**config.mk**
```make
export PLATFORM = sky130hd
export DESIGN_NAME = lenet_frame_sched_flat
export DESIGN_NICKNAME = d
export VERILOG_FILES = /design/src/rtl/lenet_frame_sched_pkg.sv /design/src/rtl/lenet_frame_sched_if.sv /design/src/rtl/lenet_frame_sched.sv /design/src/flat_wrapper.sv
export SDC_FILE = /design/constraint.sdc
export NUM_CORES = 1
export LEC_CHECK = 0
export ABC_AREA = 1
export CAP_MARGIN = 15
export CORE_ASPECT_RATIO = 1.4
export CORE_UTILIZATION = 30
export DETAILED_ROUTE_END_ITERATION = 12
export GPL_TIMING_DRIVEN = 1
export PLACE_DENSITY = 0.51
export SYNTH_ARGS = -nofsm -noshare
export SYNTH_HDL_FRONTEND = slang
export SYNTH_SLANG_ARGS = --single-unit
export TNS_END_PERCENT = 100
```
**constraint.sdc**
```tcl
create_clock -name clk25 -period 1.4 [get_ports clk25]
set_input_delay 0.21 -clock clk25 [delete_from_list [all_inputs] [get_ports clk25]]
set_output_delay 0.21 -clock clk25 [all_outputs]
set_load 0.005 [all_outputs]
```
**src/rtl/lenet_frame_sched_pkg.sv**
```systemverilog
// Shared types and constants for the LeNet frame scheduler.
package lenet_pkg;

  typedef enum logic [1:0] {
    IDLE,
    ARM,
    CAPTURE,
    INFER
  } sched_state_e;

  localparam int unsigned LENET_SIZE = 28;
  localparam int unsigned RESULT_W   = 4;

  typedef logic [RESULT_W-1:0] lenet_class_t;

endpackage

```
**src/rtl/lenet_frame_sched_if.sv**
```systemverilog
// Bundle between the frame scheduler (master) and the camera core / inference engine (slave).
interface lenet_frame_sched_if #(
  parameter int unsigned RESULT_W = 4,
  parameter int unsigned MISS_W   = 8
) ();

  logic                enable;
  logic                frame_start;
  logic                data_ready;
  logic                lenet_done;
  logic [RESULT_W-1:0] lenet_class;
  logic                lenet_signal;
  logic                lenet_start;
  logic [RESULT_W-1:0] result;
  logic                result_valid;
  logic                busy;
  logic [MISS_W-1:0]   miss_count;

  modport master (
    input  enable,
    input  frame_start,
    input  data_ready,
    input  lenet_done,
    input  lenet_class,
    output lenet_signal,
    output lenet_start,
    output result,
    output result_valid,
    output busy,
    output miss_count
  );

  modport slave (
    output enable,
    output frame_start,
    output data_ready,
    output lenet_done,
    output lenet_class,
    input  lenet_signal,
    input  lenet_start,
    input  result,
    input  result_valid,
    input  busy,
    input  miss_count
  );

endinterface

```
**src/rtl/lenet_frame_sched.sv**
```systemverilog
// Per-frame capture/inference controller. Optional inference watchdog enabled by
// defining LENET_SCHED_TIMEOUT_EN.
module lenet_frame_sched #(
  parameter int unsigned SKIP_FRAMES    = 2,
  parameter int unsigned SKIP_W         = 4,
  parameter int unsigned RESULT_W       = lenet_pkg::RESULT_W,
  parameter int unsigned MISS_W         = 8,
  parameter int unsigned TIMEOUT_CYCLES = 1000000
) (
  input logic                 clk25,
  input logic                 rst,
  lenet_frame_sched_if.master bus
);

  import lenet_pkg::*;

  localparam logic [SKIP_W-1:0] SkipInit = SKIP_W'(SKIP_FRAMES);

  sched_state_e        state_q, state_d;
  logic [SKIP_W-1:0]   skip_q, skip_d;
  logic [MISS_W-1:0]   miss_q, miss_d;
  logic [RESULT_W-1:0] result_q, result_d;
  logic                lenet_signal_q, lenet_signal_d;
  logic                lenet_start_q, lenet_start_d;
  logic                result_valid_q, result_valid_d;
  logic                miss_evt;
  logic                timeout;

`ifdef LENET_SCHED_TIMEOUT_EN
  localparam int unsigned TW = (TIMEOUT_CYCLES > 1) ? $clog2(TIMEOUT_CYCLES) : 1;

  logic [TW-1:0] to_cnt_q, to_cnt_d;

  // Counter idles at zero outside INFER, so it is already clear on entry.
  always_comb begin
    to_cnt_d = '0;
    if (state_q == INFER) begin
      to_cnt_d = to_cnt_q + 1'b1;
    end
  end

  assign timeout = (state_q == INFER) && (to_cnt_q == TW'(TIMEOUT_CYCLES - 1));

  always_ff @(posedge clk25) begin
    if (rst) begin
      to_cnt_q <= '0;
    end else begin
      to_cnt_q <= to_cnt_d;
    end
  end
`else
  assign timeout = 1'b0;
`endif

  always_comb begin
    state_d        = state_q;
    skip_d         = skip_q;
    result_d       = result_q;
    lenet_signal_d = 1'b0;
    lenet_start_d  = 1'b0;
    result_valid_d = 1'b0;
    miss_evt       = 1'b0;

    unique case (state_q)
      IDLE: begin
        if (bus.enable && (skip_q == '0)) begin
          state_d = ARM;
        end else if (bus.frame_start && (skip_q != '0)) begin
          skip_d = skip_q - 1'b1;
        end
      end
      ARM: begin
        // A frame_start means the core already latched the request, so it wins over enable.
        if (bus.frame_start) begin
          state_d = CAPTURE;
        end else if (!bus.enable) begin
          state_d = IDLE;
        end else begin
          lenet_signal_d = 1'b1;
        end
      end
      CAPTURE: begin
        if (bus.data_ready) begin
          state_d       = INFER;
          lenet_start_d = 1'b1;
        end else if (bus.frame_start) begin
          miss_evt = 1'b1;
          state_d  = bus.enable ? ARM : IDLE;
        end
      end
      INFER: begin
        if (bus.lenet_done) begin
          result_d       = bus.lenet_class;
          result_valid_d = 1'b1;
          skip_d         = SkipInit;
          state_d        = IDLE;
        end else if (timeout) begin
          miss_evt = 1'b1;
          skip_d   = SkipInit;
          state_d  = IDLE;
        end
      end
      default: state_d = IDLE;
    endcase

    miss_d = miss_q;
    if (miss_evt && (miss_q != '1)) begin
      miss_d = miss_q + 1'b1;
    end
  end

  always_ff @(posedge clk25) begin
    if (rst) begin
      state_q        <= IDLE;
      skip_q         <= '0;
      miss_q         <= '0;
      result_q       <= '0;
      lenet_signal_q <= 1'b0;
      lenet_start_q  <= 1'b0;
      result_valid_q <= 1'b0;
    end else begin
      state_q        <= state_d;
      skip_q         <= skip_d;
      miss_q         <= miss_d;
      result_q       <= result_d;
      lenet_signal_q <= lenet_signal_d;
      lenet_start_q  <= lenet_start_d;
      result_valid_q <= result_valid_d;
    end
  end

  assign bus.lenet_signal = lenet_signal_q;
  assign bus.lenet_start  = lenet_start_q;
  assign bus.result       = result_q;
  assign bus.result_valid = result_valid_q;
  assign bus.miss_count   = miss_q;
  assign bus.busy         = (state_q == CAPTURE) || (state_q == INFER);

endmodule

```
**src/flat_wrapper.sv**
```systemverilog
// flat-port wrapper written by rule: the top's interface ports become plain ports
module lenet_frame_sched_flat import lenet_pkg::*;
#(
  parameter int unsigned SKIP_FRAMES    = 2,
  parameter int unsigned SKIP_W         = 4,
  parameter int unsigned RESULT_W       = lenet_pkg::RESULT_W,
  parameter int unsigned MISS_W         = 8,
  parameter int unsigned TIMEOUT_CYCLES = 1000000
)
  (clk25, rst, bus_enable, bus_frame_start, bus_data_ready, bus_lenet_done, bus_lenet_class, bus_lenet_signal, bus_lenet_start, bus_result, bus_result_valid, bus_busy, bus_miss_count);
  lenet_frame_sched_if #(.RESULT_W(RESULT_W), .MISS_W(MISS_W)) bus_i ();
  input logic clk25;
  input logic rst;
  input wire logic [$bits(bus_i.enable)-1:0] bus_enable;
  input wire logic [$bits(bus_i.frame_start)-1:0] bus_frame_start;
  input wire logic [$bits(bus_i.data_ready)-1:0] bus_data_ready;
  input wire logic [$bits(bus_i.lenet_done)-1:0] bus_lenet_done;
  input wire logic [$bits(bus_i.lenet_class)-1:0] bus_lenet_class;
  output wire logic [$bits(bus_i.lenet_signal)-1:0] bus_lenet_signal;
  output wire logic [$bits(bus_i.lenet_start)-1:0] bus_lenet_start;
  output wire logic [$bits(bus_i.result)-1:0] bus_result;
  output wire logic [$bits(bus_i.result_valid)-1:0] bus_result_valid;
  output wire logic [$bits(bus_i.busy)-1:0] bus_busy;
  output wire logic [$bits(bus_i.miss_count)-1:0] bus_miss_count;
  assign bus_i.enable = bus_enable;
  assign bus_i.frame_start = bus_frame_start;
  assign bus_i.data_ready = bus_data_ready;
  assign bus_i.lenet_done = bus_lenet_done;
  assign bus_i.lenet_class = bus_lenet_class;
  assign bus_lenet_signal = bus_i.lenet_signal;
  assign bus_lenet_start = bus_i.lenet_start;
  assign bus_result = bus_i.result;
  assign bus_result_valid = bus_i.result_valid;
  assign bus_busy = bus_i.busy;
  assign bus_miss_count = bus_i.miss_count;
  lenet_frame_sched #(.SKIP_FRAMES(SKIP_FRAMES), .SKIP_W(SKIP_W), .RESULT_W(RESULT_W), .MISS_W(MISS_W), .TIMEOUT_CYCLES(TIMEOUT_CYCLES)) u_core (.clk25(clk25), .rst(rst), .bus(bus_i));
endmodule
```
==> results.yml <==
worst_setup_path:
  crit_slowest_cell: "clkdlybuf4s50_1"
  critical_path.max_fanout: 5
  critical_path.top_delay_family: "buffers and inverters"
  crit_path_max_incr_delay_ns: 0.51
  worst_setup_path_start_kind: "flip-flop"
  rr_endpoint: "u_core.skip_q[2]$_SDFFE_PP0P_"
  crit_chain: "clkdlybuf4s50_1"
  r2r-start: "u_core.skip_q[0]$_SDFFE_PP0P_"
  critPathKind: "reg2out"
  endpoint_kind: "output pin"
  crit_required_ns: 1.19
  regToRegSetupSlack_ns: 0.06
  crit_buf_inv: 1
  cp.arrival_ns: 1.15
  rr_worst_depth: 6
global_route:
  grt_overflow_total: 0
  track_usage_pct: 13.8
  grt_pass1_vias: 1007
  grt_start_max_net_pins: 13
  grt_pass1_wl_mm: 4.00
  antenna_found_initial: 0
clock_network:
  clock_path_buffers: 2
  cts_max_level: 1
  path_clk_slew_ns: 0.08
  clkLatencyLatePin_ns: 0.26
  root_buffer: "clkbuf_8"
  numCtsBuffers: 3
  cts.sinks: 21
  cts_setup_buffers: 0
  tritoncts: "yes"
timing:
  final-setup-viol-count: 0
  maxSlewViolCount: 0
  hold_viol: 0
  worst_pin_slew_ns: 0.181
  fmax_ghz: 0.737
  setup_ws_ns: 0.0436
  fin_crit_sh_pct: 96.9
  worst_hold_slack_ns: 0.427
  maxSlewHeadroom_pct: 87.9
  finalCriticalPeriod_ns: 1.36
  finClkSkew_ns: 0.00710
cells_and_area:
  antenna_cells: 0
  multi_input_area_um2: 571
  fin_cells: 228
  nNetsFinal: 202
  regArea_um2: 434
  fill_cells: 375
  fin_area_mm2: 0.00147
  syn2layout_area_growth_pct: 33.6
  drive_gt1_share_pct: 16.5
placement:
  dp_hpwl_mm: 1.88
  dp_slack_ns: -0.0268
  placed_cell_area_mm2: 0.00140
  dp_cells: 224
  gp_congestion: 0.813
  port_buffers: 25
floorplan:
  core_area_mm2: 0.00344
  start_util_pct: 31.9
  die_w_um: 53.1
  die_area_mm2: 0.00391
  top_level_ports: 26
  num_rows: 25
  die_y_um: 73.6
pwr:
  p_per_area_mw_per_mm2: 1220
  ir_drop_uv: 859
  internal-power_mw: 1.16
  comb_power_share_pct: 36.4
  pwr-share-seq_pct: 41.6
  leakagePower_nw: 0.675
  swShare_pct: 35.5
  p_switching_uw: 638
  power_mw: 1.80
  clkPwrFrac_pct: 22.0
route:
  final_antenna_net_count: 0
  drcViolationCount: 0
  vias_per_cell: 4.54
  drt-wirelength-per-cell_um: 10.3
  drt_iter0_markers: 21
  vias: 1034
  totalWireLength_mm: 2.35
  drt_pass1_iterations: 4
synthesis:
  synth_cells: 159
  yosysWarningCount: 0
  yosys.area_share.simple_pct: 39.8
  syn-cell-area_mm2: 0.00110
  ys_ff_latch: 21
  synth.mux.area_fraction_pct: 0
  synth_edf_count: 0
  avgSynthCellArea_um2: 6.90
  synthDistinctLibCells: 26
  synthAdderAreaFrac_pct: 3.42
  synth_xor_area_share_pct: 1.60
  yosysMostFrequentCell: "nand2_1"
  synthFlopType: "dfxtp_1"
  synth_fp_nets: 172
  synth_compound_gate_area_share_pct: 6.73
  yosysTopAreaCellShare_pct: 38.3
  synth_common_cells: "42 x nand2_1, 22 x inv_1, 21 x dfxtp_1, 20 x nor2_1, 17 x nand3_1"
  synthArstFlopShare_pct: 0
  synth_area_leaders: "dfxtp_1 38%, nand2_1 14%, nand3_1 7.8%"
  synth_top_family_by_area: "simple AND/OR/NAND/NOR gates"
  synth_seq_area_share_pct: 38.3
  synth_top_cell_by_area: "dfxtp_1"
status:
  status: "complete, no violations"
worst_hold_path:
  hold_depth: 1
  hp-class: "reg2reg"
  hp-start: "u_core.skip_q[0]$_SDFFE_PP0P_"
  holdPathEnd: "u_core.skip_q[0]$_SDFFE_PP0P_"
job:
  drv_cap: 0
[routing by layer]
metal	global-route usage, %	part of all wire (%)	vias up
met5	0	0	-
met4	6.14	1.1	0
met3	1.86	2.5	2
li1	-	-	555
met1	14.6	42	466
met2	26.0	55	11
[stage by stage]
step	util, %	TNS (ns)
floorplan	-	0
global placement	40.8	0
detailed placement	40.8	-0.0319
CTS	42.2	0
global route	42.6	-0.00673
finish	42.6	0
[final cells by class]
type / count / area share [%]
multi-input combinational: 111 / 38.9
inverter: 23 / 5.89
timing repair buffer: 29 / 19.0
clock buffer: 3 / 2.82
clock inverter: 1 / 0.341
tap: 40 / 3.41
sequential: 21 / 29.6
[cells in the final DEF, fill, tap and decap left out, drive strengths merged]
cell type / instances
nand2: 48
clkdlybuf4s50: 24
inv: 23
nor2: 23
dfxtp: 21
nand3: 18
a21oi: 8
buf: 4
ha: 3
clkbuf: 3
o21ai: 3
xor2: 2
nand4: 2
or2: 1
nor3: 1
a41oi: 1
a31oi: 1
clkinv: 1
dlygate4sd2: 1
[state kept, by name, indices dropped and copies added (netlist names)]
name,count
u_core.bus.lenet_signal,1
u_core.bus.lenet_start,1
u_core.bus.miss_count,8
u_core.bus.result,4
u_core.bus.result_valid,1
u_core.skip_q,4
u_core.state_q,2
[cells by family (layout without fill, tap and decap cells)]
logic type | Yosys count | in the layout
flops | 21 | 21
buf+inv | 27 | 56
fa+ha+maj | 3 | 3
compound gates | 13 | 13
simple gates | 93 | 93
xor+xnor | 2 | 2
[repair_timing]
| action | in CTS | in global routing |
|---|---|---|
| setup endpoints to repair | 3 | 9 |
| hold endpoints to repair | 0 | 0 |
| gates resized for setup | 4 | 8 |
| hold buffers | 0 | 0 |
| pin swaps | 0 | 0 |
[how the worst max path moves through the flow]
stage,from,endpoint,slack (ns),cells after the start
4_1_cts,u_core.bus.miss_count[3]$_SDFFE_PP0P_,bus_miss_count[3],0.004,1
5_1_grt,u_core.state_q[1]$_SDFFE_PP0P_,bus_busy,-0.006,1
2_1_floorplan,u_core.bus.miss_count[0]$_SDFFE_PP0P_,u_core.bus.miss_count[7]$_SDFFE_PP0P_,0.20,8
3_5_place_dp,bus_frame_start,u_core.bus.miss_count[5]$_SDFFE_PP0P_,-0.03,7
6_report,u_core.bus.miss_count[2]$_SDFFE_PP0P_,bus_miss_count[2],0.04,1
3_3_place_gp,bus_frame_start,u_core.bus.miss_count[5]$_SDFFE_PP0P_,0.01,7
[power groups by stage]
stage / logic (mW) / clock network [mW] / registers (mW)
after CTS: 0.657 / 0.413 / 0.746
after global routing: 0.759 / 0.440 / 0.760
after floorplan: 0.524 / 0 / 0.740
after global placement: 0.641 / 0 / 0.757
final: 0.654 / 0.395 / 0.747
after detailed placement: 0.652 / 0 / 0.759
(Power assumes the default switching activity.)
==> variant, RTL diff (config.mk and constraints unchanged) <==
Build with the macro `LENET_SCHED_TIMEOUT_EN` defined.
--- a/src/rtl/lenet_frame_sched.sv
+++ b/src/rtl/lenet_frame_sched.sv
@@ -1,5 +1,7 @@
 // Per-frame capture/inference controller. Optional inference watchdog enabled by
 // defining LENET_SCHED_TIMEOUT_EN.
+`define LENET_SCHED_TIMEOUT_EN
+
 module lenet_frame_sched #(
   parameter int unsigned SKIP_FRAMES    = 2,
   parameter int unsigned SKIP_W         = 4,
Formal check against the unedited RTL: same outputs for any inputs over 10 cycles, from zero or initial values and one cycle with rst high; that may be too few to reach the edited logic, so the function may still have changed.
==> variant against the original RTL <==
The run now ends with setup timing left; clock skew fell by 0.0011 ns; area after synthesis rose by 100%; sequential cell count rose by 20; setup slack got worse by 0.046 ns; final area rose by 120%; worst hold slack improved by 0.052 ns; largest power group unchanged; wire length rose by 130%; sequential share of layout area fell by 3.3 points; cell count rose by 110%; highest routed layer unchanged; total power rose by 80%.
==> variant: results (changes against the original RTL) <==
Parameter                              Value

Run status
  Status    finished, violations left
  Violated checks    setup timing

Worst setup path
  Data arrival time of the critical path    1.63 ns (+0.48 ns)
  Critical R2R Capture    u_core.bus.miss_count[6]
  Launch instance of the worst register-to-register path    u_core.bus.miss_count[1]
  FF-to-FF path depth    7 (+1)
  Top fanout value on the critical path    3 (-2)
  Peak per-stage delay on the critical path    0.36 ns (-0.15 ns)
  Slowest CP cell    sky130_fd_sc_hd__dfxtp_2

Placed design
  HPWL Detailed    3950 um (+110%)
  Final Wtd Congestion    0.757 (-6.8%)

Clock tree
  Number of H-tree branching levels    2 (+1)
  Clk_lat worst skew    0.29 ns (+0.03 ns)
  Number of post-CTS setup repair buffers    4 (+4)

Hold path
  Number of cells traversed by the worst hold path    2 (+1)
  Worst hold path startpoint    u_core.to_cnt_q[19]
  End of the worst hold path    u_core.to_cnt_q[19]

Routing
  Post-DR wirelength/cell    11.5 um (+12%)
  Wire length on met3    135 um (+130%)

Timing
  Tightest slew margin relative to the limit    0.805 (-0.0736)
  Worst path setup slack after routing    -0.00281 ns (-0.0464 ns)
  Final setup viols    1 (+1)

Global route
  GR Util All Layers    0.158 (+0.0195)
  Number of global-route vias before repair    2,224 (+120%)
  Wire length of the first global-routing pass    9480 um (+140%)

Synthesis
  Net count of the mapped netlist    317 (+84%)
  Post-Synth Adder-Cell Area    0.0451 (+0.0109)
  Share of synthesized area occupied by flip-flops and latches    0.370 (-0.0135)

Power and ir drop
  Switching share of power    0.319 (-0.0365)

Finish
  Flip-flop count of the largest register, all copies and words added    20 (+12)
  Share of the core filled with cells    0.459 (+0.0328)
variant: changes by cell type after synthesis, sizes merged, moves of 5 or more:
cell / delta
xor2: +5
ha: +5
nor3: +9
dfxtp: +20
nand2: +19
nor2: +25
nand3: +5
a21oi: +20
inv: +11
o21ai: +10
variant: power by group through the flow:
stage / clock, uW / sequential (uW) / combinational (uW)
floorplan: 0 / 1330 / 549
global placement: 0 / 1320 / 899
detailed placement: 0 / 1320 / 904
CTS: 854 / 1320 / 1010
global route: 903 / 1340 / 1220
finish: 811 / 1330 / 1090
variant: area by class of cell:
cell class              instances  area share
clock buffers                   8      0.0278
well taps                      95      0.0366
flip-flops and latches         41       0.263
repair buffers                 72       0.186
inverters                      35      0.0428
multi-input cells             221       0.444
variant: worst max-delay path by stage:
stage / startpoint / to / slack, ns / cells after the start
6_report: u_core.bus.miss_count[1] / u_core.bus.miss_count[6] / -0.003 / 7
3_5_place_dp: u_core.state_q[1] / u_core.bus.miss_count[5] / -0.13 / 8
5_1_grt: u_core.bus.miss_count[1] / u_core.bus.miss_count[6] / -0.11 / 7
3_3_place_gp: bus_frame_start / u_core.state_q[0] / -0.13 / 8
4_1_cts: u_core.state_q[0] / bus_busy / -0.02 / 4
2_1_floorplan: u_core.to_cnt_q[0] / u_core.to_cnt_q[16] / -0.02 / 9
variant: worst max-delay path: cells and delay by family, from the launching register on:
kind,cells,cell delay (ns)
flops,1,0.36
fa+ha+maj,1,0.15
simple gates,3,0.40
compound gates,1,0.12
buf+inv,1,0.16
xor+xnor,1,0.14
variant: stage by stage:
stage                     std cells   TNS, ns
final                           472  -0.00281
after global routing            472     -1.74
after CTS                       468   -0.0412
after detailed placement        455     -2.03
after global placement          455     -1.82
after floorplan                 299   -0.0173
